<file path="config.mk">
export PLATFORM = sky130hd
export DESIGN_NAME = uart_mult_byte_tx
export DESIGN_NICKNAME = d
export VERILOG_FILES = /design/src/rtl/uart_tx_pkg.sv /design/src/rtl/uart_byte_tx.sv /design/src/rtl/uart_mult_byte_tx.sv
export SDC_FILE = /design/constraint.sdc
export NUM_CORES = 1
export LEC_CHECK = 0
export ABC_AREA = 1
export CORE_ASPECT_RATIO = 1.2
export CORE_UTILIZATION = 35
export DETAILED_ROUTE_END_ITERATION = 16
export SYNTH_ARGS = -nofsm -noshare
export SYNTH_HDL_FRONTEND = slang
export SYNTH_SLANG_ARGS = --single-unit
</file>
<file path="constraint.sdc">
create_clock -name clk_50M_o -period 5.2 [get_ports clk_50M_o]
set_input_delay 0.52 -clock clk_50M_o [delete_from_list [all_inputs] [get_ports clk_50M_o]]
set_output_delay 0.52 -clock clk_50M_o [all_outputs]
set_load 0.03 [all_outputs]
</file>
<file path="src/rtl/uart_tx_pkg.sv">
// rtl/uart_tx_pkg.sv - shared UART packet constants, FSM state type and CRC-8 step
//
// Purpose : constants and helpers common to the packet transmitter and the
//           matching packet receiver.
// Contents: CRC8_POLY, default header bytes, packet FSM state type,
//           crc8_step() byte-wise CRC-8 update (poly 0x07, MSB first).
package uart_tx_pkg;

  localparam logic [7:0] CRC8_POLY = 8'h07;
  localparam logic [7:0] DEF_HDR0  = 8'h55;
  localparam logic [7:0] DEF_HDR1  = 8'hAA;

  // ST_NEXT is the zero-length decision point between bytes; it is folded
  // into the SEND_BYTE exit so it never appears as a registered state.
  typedef enum logic [1:0] {
    ST_IDLE      = 2'd0,
    ST_SEND_BYTE = 2'd1,
    ST_NEXT      = 2'd2,
    ST_DONE      = 2'd3
  } pkt_state_e;

  // One full byte of CRC-8 (no reflection, no final XOR), MSB first.
  function automatic logic [7:0] crc8_step(input logic [7:0] crc,
                                           input logic [7:0] data);
    logic [7:0] c;
    c = crc ^ data;
    for (int i = 0; i < 8; i++) begin
      c = c[7] ? ((c << 1) ^ CRC8_POLY) : (c << 1);
    end
    return c;
  endfunction

endpackage

</file>
<file path="src/rtl/uart_byte_tx.sv">
// rtl/uart_byte_tx.sv - 8N1 single-byte serialiser
//
// Purpose : shifts one byte out as start(0), 8 data bits LSB first, stop(1),
//           each bit held BIT_CYC clocks. A start presented during the last
//           cycle of the stop bit chains the next byte with no idle gap.
// Ports   : clk_50M_o  clock
//           rst_n      async active-low reset (txd forced high)
//           start      load data and begin a byte (accepted when idle or on done)
//           data[7:0]  byte to send, captured on start
//           busy       byte in flight
//           done       high during the final cycle of the stop bit
//           txd        serial output, idle high
module uart_byte_tx #(
  parameter int BIT_CYC = 434
) (
  input  logic       clk_50M_o,
  input  logic       rst_n,
  input  logic       start,
  input  logic [7:0] data,
  output logic       busy,
  output logic       done,
  output logic       txd
);

  localparam int CW = $clog2(BIT_CYC + 1);
  localparam logic [CW-1:0] CNT_LAST = CW'(BIT_CYC - 1);

  logic [CW-1:0] cnt_q, cnt_d;
  logic [3:0]    bit_q, bit_d;   // 0 start, 1..8 data, 9 stop
  logic [7:0]    sh_q, sh_d;
  logic          busy_q, busy_d;
  logic          txd_q, txd_d;
  logic          bit_end;
  logic          last;

  assign bit_end = (cnt_q == CNT_LAST);
  assign last    = busy_q && bit_end && (bit_q == 4'd9);

  always_comb begin
    cnt_d  = cnt_q;
    bit_d  = bit_q;
    sh_d   = sh_q;
    busy_d = busy_q;
    txd_d  = txd_q;
    if (start && (!busy_q || last)) begin
      busy_d = 1'b1;
      cnt_d  = '0;
      bit_d  = 4'd0;
      sh_d   = data;
      txd_d  = 1'b0;
    end else if (busy_q) begin
      if (bit_end) begin
        cnt_d = '0;
        if (bit_q == 4'd9) begin
          busy_d = 1'b0;
          txd_d  = 1'b1;
        end else begin
          bit_d = bit_q + 4'd1;
          // Leaving bit n enters bit n+1: data bit n for n=0..7, stop after 8.
          txd_d = (bit_q == 4'd8) ? 1'b1 : sh_q[bit_q[2:0]];
        end
      end else begin
        cnt_d = cnt_q + CW'(1);
      end
    end
  end

  always_ff @(posedge clk_50M_o or negedge rst_n) begin
    if (!rst_n) begin
      cnt_q  <= '0;
      bit_q  <= 4'd0;
      sh_q   <= 8'h00;
      busy_q <= 1'b0;
      txd_q  <= 1'b1;
    end else begin
      cnt_q  <= cnt_d;
      bit_q  <= bit_d;
      sh_q   <= sh_d;
      busy_q <= busy_d;
      txd_q  <= txd_d;
    end
  end

  assign busy = busy_q;
  assign done = last;
  assign txd  = txd_q;

endmodule

</file>
<file path="src/rtl/uart_mult_byte_tx.sv">
// rtl/uart_mult_byte_tx.sv - multi-byte UART packet transmitter (hdr, len, payload, CRC-8)
//
// Purpose : frames PAY_LEN payload bytes as HDR0 HDR1 LEN payload[0..] CRC8
//           and sends them back-to-back 8N1 on uart_txd.
// Ports   : clk_50M_o  50 MHz clock
//           rst_n      async active-low reset
//           send_req   one-cycle packet request (ignored while busy/tx_done)
//           payload    8*PAY_LEN bits, byte k at [8k+7:8k], byte 0 sent first
//           busy       packet in flight
//           tx_done    one-cycle pulse as the final stop bit ends
//           uart_txd   serial line, idle high
module uart_mult_byte_tx
  import uart_tx_pkg::*;
#(
  parameter int         CLK_FREQ = 50_000_000,
  parameter int         BAUD     = 115200,
  parameter int         PAY_LEN  = 11,
  parameter logic [7:0] HDR0     = DEF_HDR0,
  parameter logic [7:0] HDR1     = DEF_HDR1
) (
  input  logic                   clk_50M_o,
  input  logic                   rst_n,
  input  logic                   send_req,
  input  logic [8*PAY_LEN-1:0]   payload,
  output logic                   busy,
  output logic                   tx_done,
  output logic                   uart_txd
);

  localparam int         BIT_CYC  = CLK_FREQ / BAUD;
  localparam logic [5:0] LAST_IDX = 6'(PAY_LEN + 3);
  localparam logic [7:0] LEN_BYTE = 8'(PAY_LEN);

  pkt_state_e           state_q, state_d;
  logic [5:0]           idx_q, idx_d;
  logic [8*PAY_LEN-1:0] shadow_q, shadow_d;
  logic [7:0]           crc_q, crc_d;
  logic                 req_q, req_d;
  logic                 busy_q, busy_d;
  logic                 tx_done_q, tx_done_d;

  logic [5:0] nxt_idx;
  logic [7:0] nxt_byte;
  logic [7:0] pay_byte;
  logic       is_pay;
  logic       eng_start;
  logic       eng_busy;
  logic       eng_done;

  // Byte that would be loaded next: index 0 from IDLE, otherwise idx+1.
  always_comb begin
    nxt_idx  = (state_q == ST_IDLE) ? 6'd0 : idx_q + 6'd1;
    pay_byte = 8'h00;
    is_pay   = 1'b0;
    for (int k = 0; k < PAY_LEN; k++) begin
      if (nxt_idx == 6'(k + 3)) begin
        pay_byte = shadow_q[8*k +: 8];
        is_pay   = 1'b1;
      end
    end
    if (nxt_idx == 6'd0)          nxt_byte = HDR0;
    else if (nxt_idx == 6'd1)     nxt_byte = HDR1;
    else if (nxt_idx == 6'd2)     nxt_byte = LEN_BYTE;
    else if (nxt_idx == LAST_IDX) nxt_byte = crc_q;
    else                          nxt_byte = pay_byte;
  end

  always_comb begin
    state_d   = state_q;
    idx_d     = idx_q;
    shadow_d  = shadow_q;
    crc_d     = crc_q;
    busy_d    = busy_q;
    tx_done_d = 1'b0;
    eng_start = 1'b0;
    // A request is captured only from a truly idle FSM, which also makes
    // a request during the tx_done cycle (state DONE) fall on the floor.
    req_d     = send_req && (state_q == ST_IDLE) && !req_q;
    if (req_d) begin
      shadow_d = payload;
      crc_d    = 8'h00;
    end
    case (state_q)
      ST_IDLE: begin
        if (req_q && !eng_busy) begin
          eng_start = 1'b1;
          idx_d     = 6'd0;
          busy_d    = 1'b1;
          state_d   = ST_SEND_BYTE;
        end
      end
      ST_SEND_BYTE: begin
        // Decision (NEXT) happens in the stop bit's last cycle so the next
        // start bit follows with no gap.
        if (eng_done) begin
          if (idx_q == LAST_IDX) begin
            busy_d    = 1'b0;
            tx_done_d = 1'b1;
            state_d   = ST_DONE;
          end else begin
            idx_d     = nxt_idx;
            eng_start = 1'b1;
            if (is_pay) crc_d = crc8_step(crc_q, nxt_byte);
          end
        end
      end
      ST_DONE: begin
        state_d = ST_IDLE;
      end
      default: begin
        state_d = ST_IDLE;
      end
    endcase
  end

  always_ff @(posedge clk_50M_o or negedge rst_n) begin
    if (!rst_n) begin
      state_q   <= ST_IDLE;
      idx_q     <= 6'd0;
      shadow_q  <= '0;
      crc_q     <= 8'h00;
      req_q     <= 1'b0;
      busy_q    <= 1'b0;
      tx_done_q <= 1'b0;
    end else begin
      state_q   <= state_d;
      idx_q     <= idx_d;
      shadow_q  <= shadow_d;
      crc_q     <= crc_d;
      req_q     <= req_d;
      busy_q    <= busy_d;
      tx_done_q <= tx_done_d;
    end
  end

  uart_byte_tx #(
    .BIT_CYC (BIT_CYC)
  ) u_byte_tx (
    .clk_50M_o (clk_50M_o),
    .rst_n     (rst_n),
    .start     (eng_start),
    .data      (nxt_byte),
    .busy      (eng_busy),
    .done      (eng_done),
    .txd       (uart_txd)
  );

  assign busy    = busy_q;
  assign tx_done = tx_done_q;

endmodule

</file>
* Word level (Yosys, flattened, before mapping)
Index checks and enable logic that the tools add are counted.
** Storage, ports and cells
- Register bits :: 130
- Input bits :: 91
- Output and inout bits :: 3
** Cells by class
- Add/subtract/negate cells :: 3
- Magnitude comparators :: 1
- Equal/unequal tests :: 24
- Mux-type cells :: 77
- Bitwise gates (word level) :: 9
- Reduce and logical (&&, ||, !) cells :: 19
** Operators by type and width (count)
- $mux W8 :: 20
- $eq A6 B4 Y1 const B :: 8
- $mux W1 :: 30
- $mux W9 :: 3
- $eq A6 B3 Y1 const B :: 4
- $mux W3 :: 8
- $mux W6 :: 4
- $not A3 Y3 :: 8
- $mux W4 :: 4
- $eq A6 B2 Y1 const B :: 2
- $pmux W6 S2 :: 1
- $add A9 B1 Y9 const B :: 1
- $eq A9 B9 Y1 const B :: 1
- $eq A4 B4 Y1 const B :: 2
- $reduce_and A4 Y1 :: 2
- $xor A8 B8 Y8 :: 1
- $add A6 B1 Y6 const B :: 1
- $eq A6 B1 Y1 const B :: 1
- $logic_and A1 B1 Y1 :: 6
- $logic_not A6 Y1 :: 1
- $mux W2 :: 3
- $ne A2 B2 Y1 const B :: 3
- $reduce_and A3 Y1 :: 2
- $reduce_bool A2 Y1 :: 3
- 11 further kinds :: 14

* Depth between registers and ports, before layout
- Depth in word-level cells :: 39
- Mapped depth :: 26
- Mapped depth without buffers :: 26

* Hierarchy
A second synthesis with hierarchy kept.
** Second synthesis, totals
- Cells, all modules :: 962
- Area total of the unflattened synthesis :: 7016.7 µm²
** Modules (own cells, without submodules)
- uart_mult_byte_tx :: times used 1, cells an instance 796, area an instance 5704.2 µm²
- uart_byte_tx :: times used 1, cells an instance 166, area an instance 1312.5 µm²

* Worst setup path before layout
OpenSTA, ideal clock, no wires.
- Kind :: reg-to-reg
- From :: reg idx_q[0]
- To :: reg crc_q[1]
- Setup time :: 113 ps
- Arrival time :: 2667 ps
- Required time :: 5087 ps
- Path slack :: 2420 ps
- Cell stages (with the launch flop) :: 25
- Path buffers :: 0
- Cells stage by stage :: dfrtp_1 -> inv_2 -> ha_1 -> nor2_4 -> inv_2 -> nor2_1 -> nand3_1 -> nor2_2 -> nand2_1 -> nand3_1 -> o21bai_1 -> nand3_1 -> nand2_1 -> nand3_1 -> nand2_1 -> nand2_1 -> nand2_1 -> nand2_1 -> nand2_1 -> nand3_1 -> nand2_1 -> nand2_1 -> nand3_1 -> nand2_1 -> inv_1
** On the way
- Word-level cells in the longest chain between the ends :: 28
** RTL lines
- from (decl) :: line uart_mult_byte_tx.sv:35 : logic [5:0] idx_q, idx_d;
- from (signal assigned) :: line uart_mult_byte_tx.sv:127 : idx_q <= idx_d;
- $add A6 B1 Y6 :: line uart_mult_byte_tx.sv:52 : nxt_idx = (state_q == ST_IDLE) ? 6'd0 : idx_q + 6'd1;
- $mux W6 :: line uart_mult_byte_tx.sv:52
- $eq A6 B2 Y1 :: line uart_mult_byte_tx.sv:56 : if (nxt_idx == 6'(k + 3)) begin
- $mux W8 (11 in series) :: line uart_mult_byte_tx.sv:56
- $mux W8 :: line uart_mult_byte_tx.sv:64 : else if (nxt_idx == LAST_IDX) nxt_byte = crc_q;
- $mux W8 :: line uart_mult_byte_tx.sv:63 : else if (nxt_idx == 6'd2) nxt_byte = LEN_BYTE;
- $mux W8 :: line uart_mult_byte_tx.sv:62 : else if (nxt_idx == 6'd1) nxt_byte = HDR1;
- $mux W8 :: line uart_mult_byte_tx.sv:61 : if (nxt_idx == 6'd0) nxt_byte = HDR0;
- (+3 left out)
- $mux W3 / $not A3 Y3 (equally long branches)
- $not A3 Y3 (no line) / $mux W3 (equally long branches)
- $mux W3 :: line uart_tx_pkg.sv:28 : c = c[7] ? ((c << 1) ^ CRC8_POLY) : (c << 1);
- $mux W8 :: line uart_mult_byte_tx.sv:103 : if (is_pay) crc_d = crc8_step(crc_q, nxt_byte);
- $mux W8 (*) :: line uart_mult_byte_tx.sv:96 : if (idx_q == LAST_IDX) begin
- $mux W8 (*) :: line uart_mult_byte_tx.sv:95 : if (eng_done) begin
- $mux W8 (*) :: line uart_mult_byte_tx.sv:83 : case (state_q)
- net crc_d[1] :: line uart_mult_byte_tx.sv:37 : logic [7:0] crc_q, crc_d;
- to (signal assigned) :: line uart_mult_byte_tx.sv:129 : crc_q <= crc_d;
- to (decl) :: line uart_mult_byte_tx.sv:37
Mark *: on every way through the listed nets, which the timed path passes. The rest lies on a longest branch.
A chain may end at the register's enable or synchronous reset.

* Worst setup path in the final report
Same ends and word-level chain as after synthesis.

==> run_results.csv <==
group,metric,value,unit
status,status,"finished, final reports clean",
global_route,grt_usage,19.3,%
yosys,yosysSeqAreaShare,48.4,%
clock_tree,numCtsBuffers,17,
drt,avgRoutedWirePerCell,13.9,microns
global_route,grt_pass1_vias,5938,
hold_path,hold_path_class,"flip-flop to flip-flop",
critical_path,crit_path_end_kind,"flip-flop",
power_and_ir_drop,internal_power,2.69,mW
placement,place_congestion,0.901,
drt,dr_total_vias,6087,
timing,fin_tns_setup,0,ns
cells_and_area,n_fill_cell,1941,
cells_and_area,fin_nets,1126,
power_and_ir_drop,seqPwrFrac,39.7,%
floorplan,dieHeight,154,microns
cells_and_area,final_common_cell,"nand2_1",
critical_path,cp_common_cell,"nand2_1",
cells_and_area,multi_input_area,3070,sq um
floorplan,dieArea,19800,sq um
drt,drt_iter0_drc,290,
clock_tree,cts_root_buf,"clkbuf_16",
critical_path,cp.required,5.51,ns
placement,place.port_buffers,93,
power_and_ir_drop,power.density,495,nW/um^2
critical_path,path_cells,"inv_2 > ha_1 > nor2_4 > inv_2 > nor2_1 > inv_1 > nor2_1 > inv_1 > o21ai_0 > a21oi_1 > nand4_1 > nand2_1 > nand2_1 > nand2_1 > nand2_1 > nand2_1 > nand3_1 > nand2_1 > nand2_1 > nand3_1 > nand2_1 > inv_1",
timing,final.period_utilization,72.1,%
yosys,ys_async_sr_fraction,100,%
yosys,synth_warnings,0,
placement,postPlaceCellArea,7930,sq um
critical_path,cp_slowest_stage_delay,0.66,ns
clock_tree,clock_latency,0.42,ns
drt,drc_errors,0,
floorplan,ios,94,
cells_and_area,diodes,0,
yosys,synth_edf_count,0,
timing,hold_violations,0,
clock_tree,clkSinkCount,130,
global_route,antenna_found_initial,0,
floorplan,die_x,129,microns
timing,fin_ws,1.45,ns
clock_tree,cts.clk_slew.worst_paths,0.06,ns
floorplan,num_rows,55,
drt,viasPerCell,4.69,
global_route,grt_pass1_wl,29700,microns
cells_and_area,drive_above_1_share,7.97,%
global_route,grt_max_degree,79,
clock_tree,cts_resized,0,
yosys,synthSimpleGateAreaFrac,36.3,%
power_and_ir_drop,combPwrFrac,29.6,%
timing,fin_worst_skew,0.00944,ns
power_and_ir_drop,ir_drop,0.256,mV
critical_path,arrival,4.06,ns
timing,maxSlewViolCount,0,
placement,dp_worst_setup_slack,1.50,ns
yosys,synthMuxAreaShare,0,%
cells_and_area,area_delta_synth_final,27.6,%
drt,first_pass_iters,5,
power_and_ir_drop,p_total,4.25,mW
critical_path,crit_fanout,12,
critical_path,worst-path-buf-inv,5,
cells_and_area,stdcell_count,1297,
critical_path,cp_top_family,"simple AND/OR/NAND/NOR gates",
floorplan,coreArea,18900,sq um
power_and_ir_drop,pwr-share-clk,30.8,%
clock_tree,htreeDepth,4,
timing,worst_pin_slew,0.850,ns
floorplan,initial_utilization,35.7,%
cells_and_area,final_area,8580,sq um
yosys,syn_area,6720,sq um
drt,routed_wl,18000,microns
power_and_ir_drop,swShare,36.7,%
drt,postRouteAntennaNets,0,
yosys,synth_fa_ha_area_share,1.30,%
clock_tree,cts_buffer_depth,2,
yosys,synth.distinct_cells,39,
job,drv_cap,0,
power_and_ir_drop,p_sw,1.56,mW
timing,layout_min_cycle_time,3.75,ns
cells_and_area,final_cell_mix,"nand2_1, dfrtp_1, clkdlybuf4s50_1",
timing,finalSetupViolCount,0,
yosys,syn_inst,934,
placement,dp_cells,1264,
clock_tree,cts_tree,"done",
global_route,overflow,0,
placement,dp_hpwl,13300,microns
yosys,synth-xor-area-share,0.130,%
critical_path,critPathSlowestCell,"nor2_1",
critical_path,path_class,"flip-flop to flip-flop",
yosys,ys_ff_latch,130,
critical_path,crit_path_start_kind,"flip-flop",
yosys,synth_compound_area_share,7.76,%
cells_and_area,utilization,45.5,%
yosys,synth_area_per_cell,7.20,sq um
timing,max_freq,267,MHz
timing,rsz0062_at_grt,"false",
yosys,syn_nets,1032,
yosys,ys.flop_type,"dfrtp_1",
yosys,synth_top_family_by_area,"simple AND/OR/NAND/NOR gates",
cells_and_area,seqCellArea,3250,sq um
power_and_ir_drop,p_leak,4.27,nW
timing,relSlewSlack,43.1,%
timing,holdWs,0.469,ns
==> final cells by class <==
cell class                      instances  share of cell area (%)
Clock buffer                           17                    4.96
Clock inverter                         15                    2.55
Inverter                               86                    3.76
Multi-Input combinational cell        695                    35.8
Sequential cell                       130                    37.9
Tap cell                              256                    3.73
Timing Repair Buffer                   98                    11.3
==> flip-flops by register name, summed over array words and instances, names as in the netlist <==
name	cells
busy	1
crc_q	8
idx_q	6
req_q	1
shadow_q	88
state_q	2
tx_done	1
u_byte_tx.bit_q	4
u_byte_tx.busy	1
u_byte_tx.cnt_q	9
u_byte_tx.sh_q	8
u_byte_tx.txd	1
==> cell usage after synthesis (2+ instances only) <==
library cell,count,share of area (%)
nor3_1,11,0.82
nor2_1,43,2.4
o31ai_1,3,0.33
o21ai_0,30,2.2
nor2_4,3,0.50
a22o_1,2,0.26
or2_0,3,0.28
buf_1,3,0.17
nor4_1,2,0.19
clkbuf_1,19,1.1
o21ai_1,8,0.60
o21bai_1,2,0.22
nand3_2,2,0.30
nor2_2,9,0.84
o22ai_1,6,0.56
inv_2,20,1.1
a31oi_1,4,0.37
nand3_1,53,3.9
dfrtp_1,129,48
clkinv_1,3,0.17
nand2_1,448,25
inv_1,63,3.5
ha_1,7,1.3
a21oi_1,33,2.5
nand2_2,5,0.47
nand4_1,10,0.93
==> final timing paths <==
path                                     startpoint                       end  slack (ns)  cells after the start
setup / recovery               idx_q[0]$_DFFE_PN0P_        crc_q[1]$_DFF_PN0_        1.45                     22
hold reg to reg            shadow_q[61]$_DFFE_PN0P_  shadow_q[61]$_DFFE_PN0P_        0.47                      2
min in group asynchronous                     rst_n  shadow_q[41]$_DFFE_PN0P_        0.56                      2
setup reg to reg               idx_q[0]$_DFFE_PN0P_        crc_q[1]$_DFF_PN0_        1.45                     22
max in group asynchronous                     rst_n  shadow_q[78]$_DFFE_PN0P_        3.60                      3
hold / removal             shadow_q[61]$_DFFE_PN0P_  shadow_q[61]$_DFFE_PN0P_        0.47                      2
==> timing repair <==
action	4_1_cts	5_1_grt
setup buffers	0	0
hold buffers	1	0
hold endpoints to repair	22	0
endpoints found under the setup margin	0	0
==> power groups by stage <==
| stage | combinational, mW | sequential, mW | clock [mW] |
|---|---|---|---|
| floorplan | 0.921 | 1.62 | 0 |
| global placement | 1.25 | 1.69 | 0 |
| detailed placement | 1.27 | 1.69 | 0 |
| CTS | 1.27 | 1.68 | 1.33 |
| global route | 1.47 | 1.73 | 1.38 |
| finish | 1.26 | 1.68 | 1.31 |
==> worst reg2reg max path: cells and delay by family, from the launching register on <==
kind / cells / cell delay [ns]
buffers and inverters: 5 / 0.45
flip-flops: 1 / 0.47
AO/OA/AOI/OAI: 2 / 0.19
adder cells (fa/ha/maj): 1 / 0.36
AND/OR/NAND/NOR: 14 / 2.19
==> routing by layer <==
layer	track usage (%)	part of all wire, %	up-vias
met1	25.4	46	2781
met5	0	0	-
met4	7.06	2.2	0
met2	31.3	48	148
li1	-	-	3132
met3	3.90	4.0	26
==> cell families after synthesis <==
kind of cell | Yosys count
simple gates | 594
flops | 130
buf+inv | 109
compound gates | 93
fa+ha+maj | 7
xor+xnor | 1
Note: power is estimated with default switching activity, not from simulation.
